`src/rtl/mem_wr_router.sv`:
```
`default_nettype none
// ============================================================================
// Module      : mem_wr_router
// Description : Routes single-cycle CPU-bus writes to one of four targets
//               (CTL register file, MOD, DUTY or STM BRAM). Snoops controller
//               writes to track the segment and page registers that extend
//               the 14-bit bus offset into full BRAM addresses.
// Revision    : 1.0 - initial release
// ============================================================================
module mem_wr_router #(
    parameter int STM_WR_ADDR_WIDTH = 18,
    parameter int DUTY_ADDR_WIDTH   = 15
) (
    input  logic                         CLK,
    input  logic                         RST,
    input  logic                         CPU_WE,
    input  logic [15:0]                  CPU_ADDR,
    input  logic [15:0]                  CPU_DATA,
    output logic                         CTL_WE,
    output logic [13:0]                  CTL_ADDR,
    output logic [15:0]                  CTL_DATA,
    output logic                         MOD_WE,
    output logic                         MOD_SEGMENT,
    output logic [13:0]                  MOD_ADDR,
    output logic [15:0]                  MOD_DATA,
    output logic                         DUTY_WE,
    output logic [DUTY_ADDR_WIDTH-1:0]   DUTY_ADDR,
    output logic [15:0]                  DUTY_DATA,
    output logic                         STM_WE,
    output logic                         STM_SEGMENT,
    output logic [STM_WR_ADDR_WIDTH-1:0] STM_ADDR,
    output logic [15:0]                  STM_DATA
);

    localparam int c_STM_PAGE_W  = STM_WR_ADDR_WIDTH - 14;
    localparam int c_DUTY_PAGE_W = DUTY_ADDR_WIDTH - 14;

    localparam logic [1:0] c_SEL_CTL  = 2'd0;
    localparam logic [1:0] c_SEL_MOD  = 2'd1;
    localparam logic [1:0] c_SEL_DUTY = 2'd2;
    localparam logic [1:0] c_SEL_STM  = 2'd3;

    // Controller register offsets whose writes are mirrored locally
    localparam logic [13:0] c_OFF_MOD_SEG   = 14'h0020;
    localparam logic [13:0] c_OFF_STM_SEG   = 14'h0050;
    localparam logic [13:0] c_OFF_STM_PAGE  = 14'h0058;
    localparam logic [13:0] c_OFF_DUTY_PAGE = 14'h0060;

    logic [1:0]               w_sel;
    logic [13:0]              w_off;
    logic                     r_mod_seg;
    logic                     r_stm_seg;
    logic [c_STM_PAGE_W-1:0]  r_stm_page;
    logic [c_DUTY_PAGE_W-1:0] r_duty_page;

    assign w_sel = CPU_ADDR[15:14];
    assign w_off = CPU_ADDR[13:0];

    // Output stage: one-hot write strobe per accepted write; address/data
    // of unselected targets hold. Page/segment used here are the values in
    // effect before this edge, since a BRAM write never updates them.
    always_ff @(posedge CLK) begin
        if (RST) begin
            CTL_WE      <= 1'b0;
            CTL_ADDR    <= '0;
            CTL_DATA    <= '0;
            MOD_WE      <= 1'b0;
            MOD_SEGMENT <= 1'b0;
            MOD_ADDR    <= '0;
            MOD_DATA    <= '0;
            DUTY_WE     <= 1'b0;
            DUTY_ADDR   <= '0;
            DUTY_DATA   <= '0;
            STM_WE      <= 1'b0;
            STM_SEGMENT <= 1'b0;
            STM_ADDR    <= '0;
            STM_DATA    <= '0;
        end else begin
            CTL_WE  <= 1'b0;
            MOD_WE  <= 1'b0;
            DUTY_WE <= 1'b0;
            STM_WE  <= 1'b0;
            if (CPU_WE) begin
                case (w_sel)
                    c_SEL_CTL: begin
                        CTL_WE   <= 1'b1;
                        CTL_ADDR <= w_off;
                        CTL_DATA <= CPU_DATA;
                    end
                    c_SEL_MOD: begin
                        MOD_WE      <= 1'b1;
                        MOD_SEGMENT <= r_mod_seg;
                        MOD_ADDR    <= w_off;
                        MOD_DATA    <= CPU_DATA;
                    end
                    c_SEL_DUTY: begin
                        DUTY_WE   <= 1'b1;
                        DUTY_ADDR <= {r_duty_page, w_off};
                        DUTY_DATA <= CPU_DATA;
                    end
                    c_SEL_STM: begin
                        STM_WE      <= 1'b1;
                        STM_SEGMENT <= r_stm_seg;
                        STM_ADDR    <= {r_stm_page, w_off};
                        STM_DATA    <= CPU_DATA;
                    end
                    default: begin
                        CTL_WE <= 1'b0;
                    end
                endcase
            end
        end
    end

    // Snoop of controller writes: mirror segment and page registers so a
    // BRAM write on the very next cycle already sees the new value.
    always_ff @(posedge CLK) begin
        if (RST) begin
            r_mod_seg   <= 1'b0;
            r_stm_seg   <= 1'b0;
            r_stm_page  <= '0;
            r_duty_page <= '0;
        end else if (CPU_WE && (w_sel == c_SEL_CTL)) begin
            case (w_off)
                c_OFF_MOD_SEG:   r_mod_seg   <= CPU_DATA[0];
                c_OFF_STM_SEG:   r_stm_seg   <= CPU_DATA[0];
                c_OFF_STM_PAGE:  r_stm_page  <= CPU_DATA[c_STM_PAGE_W-1:0];
                c_OFF_DUTY_PAGE: r_duty_page <= CPU_DATA[c_DUTY_PAGE_W-1:0];
                default: begin
                    r_mod_seg <= r_mod_seg;
                end
            endcase
        end
    end

endmodule
`default_nettype wire

```
`config.mk`:
```
export PLATFORM = sky130hd
export DESIGN_NAME = mem_wr_router
export DESIGN_NICKNAME = d
export VERILOG_FILES = /design/src/rtl/mem_wr_router.sv
export SDC_FILE = /design/constraint.sdc
export NUM_CORES = 1
export LEC_CHECK = 0
export BUFFER_PORTS_ARGS = -buffer_cell sky130_fd_sc_hd__buf_2
export CORE_MARGIN = 2
export CORE_UTILIZATION = 53
export CTS_CLUSTER_SIZE = 30
export DETAILED_ROUTE_END_ITERATION = 10
export GPL_TIMING_DRIVEN = 0
export PLACE_DENSITY = 0.88
export SYNTH_ARGS = -nofsm -noshare
export SYNTH_HDL_FRONTEND = slang
export SYNTH_SLANG_ARGS = --single-unit
```
`constraint.sdc`:
```
create_clock -name CLK -period 3.5 [get_ports CLK]
set_input_delay 0.35 -clock CLK [delete_from_list [all_inputs] [get_ports CLK]]
set_output_delay 0.35 -clock CLK [all_outputs]
set_load 0.005 [all_outputs]
```
==> reports/metrics.yaml <==
clock-root-buffer: "clkbuf_8"
mostFrequentLayoutCell: "nand2_1"
finClkSkew_ns: 0.001760
ys_ff_latch: 138
hold-worst-slack_ns: 0.1008
p_comb_frac: 0.067
ctsResizeCount: 0
fin_setup_tns_ns: 0
avgSynthCellArea_um2: 7.860
clockBufferDepth: 2
p_int_uw: 2873
cts_tree: "done"
cts-htree-levels: 4
synthArstFlopShare: 0
path_class: "in -> reg"
final_nets: 829
drt_iter0_markers: 267
grt.overflow.total: 0
ys_seq_area_frac: 0.5725
hold_path_class: "in -> reg"
fp.dieH_um: 99.42
netlist_area_mm2: 0.004826
crit_required_ns: 3.89
clock_power_share: 0.492
cts_buffers: 17
start_kind: "input port"
synth_flop_cell: "dfxtp_1"
setup_viol: 0
layout-drive-gt1-share: 0.2568
start_util: 0.5507
p_sw_uw: 852.7
ant_nets: 0
status: "finished clean"
fin_crit_ns: 1.456
p_per_area_mw_per_mm2: 584.6
place_area_mm2: 0.005767
fmax_mhz: 686.8
cp_max_fo: 7
dp_hpwl_mm: 10.34
die-area_mm2: 0.009884
netlist_instances: 614
drv_slew: 0
grt_pass1_wl_mm: 22.89
die_w_um: 99.42
clk_pin_slew_ns: 0.06
post-route-period-util: 0.4160
worst_pin_slew_ns: 0.6081
cts.sinks: 138
gp_congestion: 0.8199
ir_drop_v: 0.0003456
drc_errors: 0
max_slew_margin: 0.5946
synth.distinct_cells: 23
grt_max_degree: 17
cts_setup_buffers: 0
grt.total_usage: 0.2971
clock_latency_ns: 0.52
via_count: 4935
synth_nets: 649
yosys_warnings: 0
final_core_util: 0.7272
p_sw_frac: 0.2289
grt_pass1_vias: 4632
rsz0062_at_grt: "false"
fp-row-count: 34
antenna_found_initial: 0
area_growth_pct: 32.05
pin_count: 166
maxCapViolCount: 0
antenna_cells: 0
arrival_ns: 1.85
end_kind: "register"
synth_edf_count: 0
io_buffers: 161
avgRoutedWirePerCell_um: 16.19
drt-pass1-iter-count: 4
p_leak_uw: 0.002749
sequentialPowerShare: 0.441
holdBufCountCts: 0
wirelength_mm: 14.80
core_mm2: 0.008763
viasPerCell: 5.399
hold_violations: 0
fin_area_mm2: 0.006372
layout_common_cells: "258 x nand2_1, 169 x buf_2, 138 x dfxtp_1"
[power by group through the flow]
stage,sequential (µW),combinational [µW],clock (µW)
after floorplan,1680,112,0
after global routing,1650,272,1910
after CTS,1640,246,1830
final,1640,248,1830
after global placement,1670,236,0
after detailed placement,1670,244,0
[cells by family (layout without fill, tap and decap cells)]
family,after synthesis,count (layout),share of synthesized area
AOI/OAI and AO/OA,141,141,0.1496
buffers and inverters,49,241,0.04122
DFF,138,138,0.5725
and+or+nand+nor,286,286,0.2367
[registers in the layout, indices dropped and copies added, names as in the netlist, 4 cells and up]
| register | cells |
|---|---|
| STM_ADDR | 18 |
| CTL_DATA | 16 |
| DUTY_DATA | 16 |
| MOD_DATA | 16 |
| STM_DATA | 16 |
| DUTY_ADDR | 15 |
| CTL_ADDR | 14 |
| MOD_ADDR | 14 |
| r_stm_page | 4 |
[final timing paths]
path | startpoint | endpoint | slack [ns] | depth (start not counted)
setup / recovery | CPU_ADDR[13] | r_stm_seg | 2.04 | 5
hold / removal | CPU_DATA[12] | DUTY_DATA[12] | 0.10 | 3
setup reg to reg | MOD_DATA[1] | MOD_DATA[1] | 2.79 | 2
hold reg to reg | STM_DATA[5] | STM_DATA[5] | 0.45 | 2
[critical path: stages]
cell     delay (ns)
buf_2          0.16
nor4_1         0.46
nand4_1        0.37
o41ai_2        0.40
a21oi_1        0.10
[area by class of cell]
class	count	area [µm²]
inverters	1	3.754
well taps	108	135.1
fillers	647	2391
plain buffers	48	195.2
clock buffers	19	431.7
repair buffers	161	805.8
flip-flops and latches	138	2763
clock inverters	12	173.9
multi-input cells	427	1864
[synthesized netlist by cell type (2+ instances only)]
cell	count	area, µm²
nand4_1	7	43.79
nand4b_1	2	17.52
clkbuf_1	38	142.6
or2_2	2	12.51
nor2_1	9	33.78
o21ai_0	4	20.02
buf_2	8	40.04
a21oi_1	134	670.6
dfxtp_1	138	2763
nand2_1	258	968.4
o31ai_1	2	15.01
[metal layers]
layer / track usage / part of all wire / vias to the layer above
met5: 0 / 0 / -
met4: 0.1317 / 0.024 / 0
met3: 0.09276 / 0.092 / 33
met2: 0.4943 / 0.49 / 251
met1: 0.3538 / 0.40 / 2297
li1: - / - / 2354
[through the flow]
stage          setup WS [ns]  cells  power (µW)
2_1_floorplan          2.097    614        1790
3_3_place_gp           1.684    883        1908
3_5_place_dp           1.595    883        1919
4_1_cts                2.098    914        3719
5_1_grt                1.999    914        3828
6_report               2.044    914        3725
(Power assumes the default switching activity.)
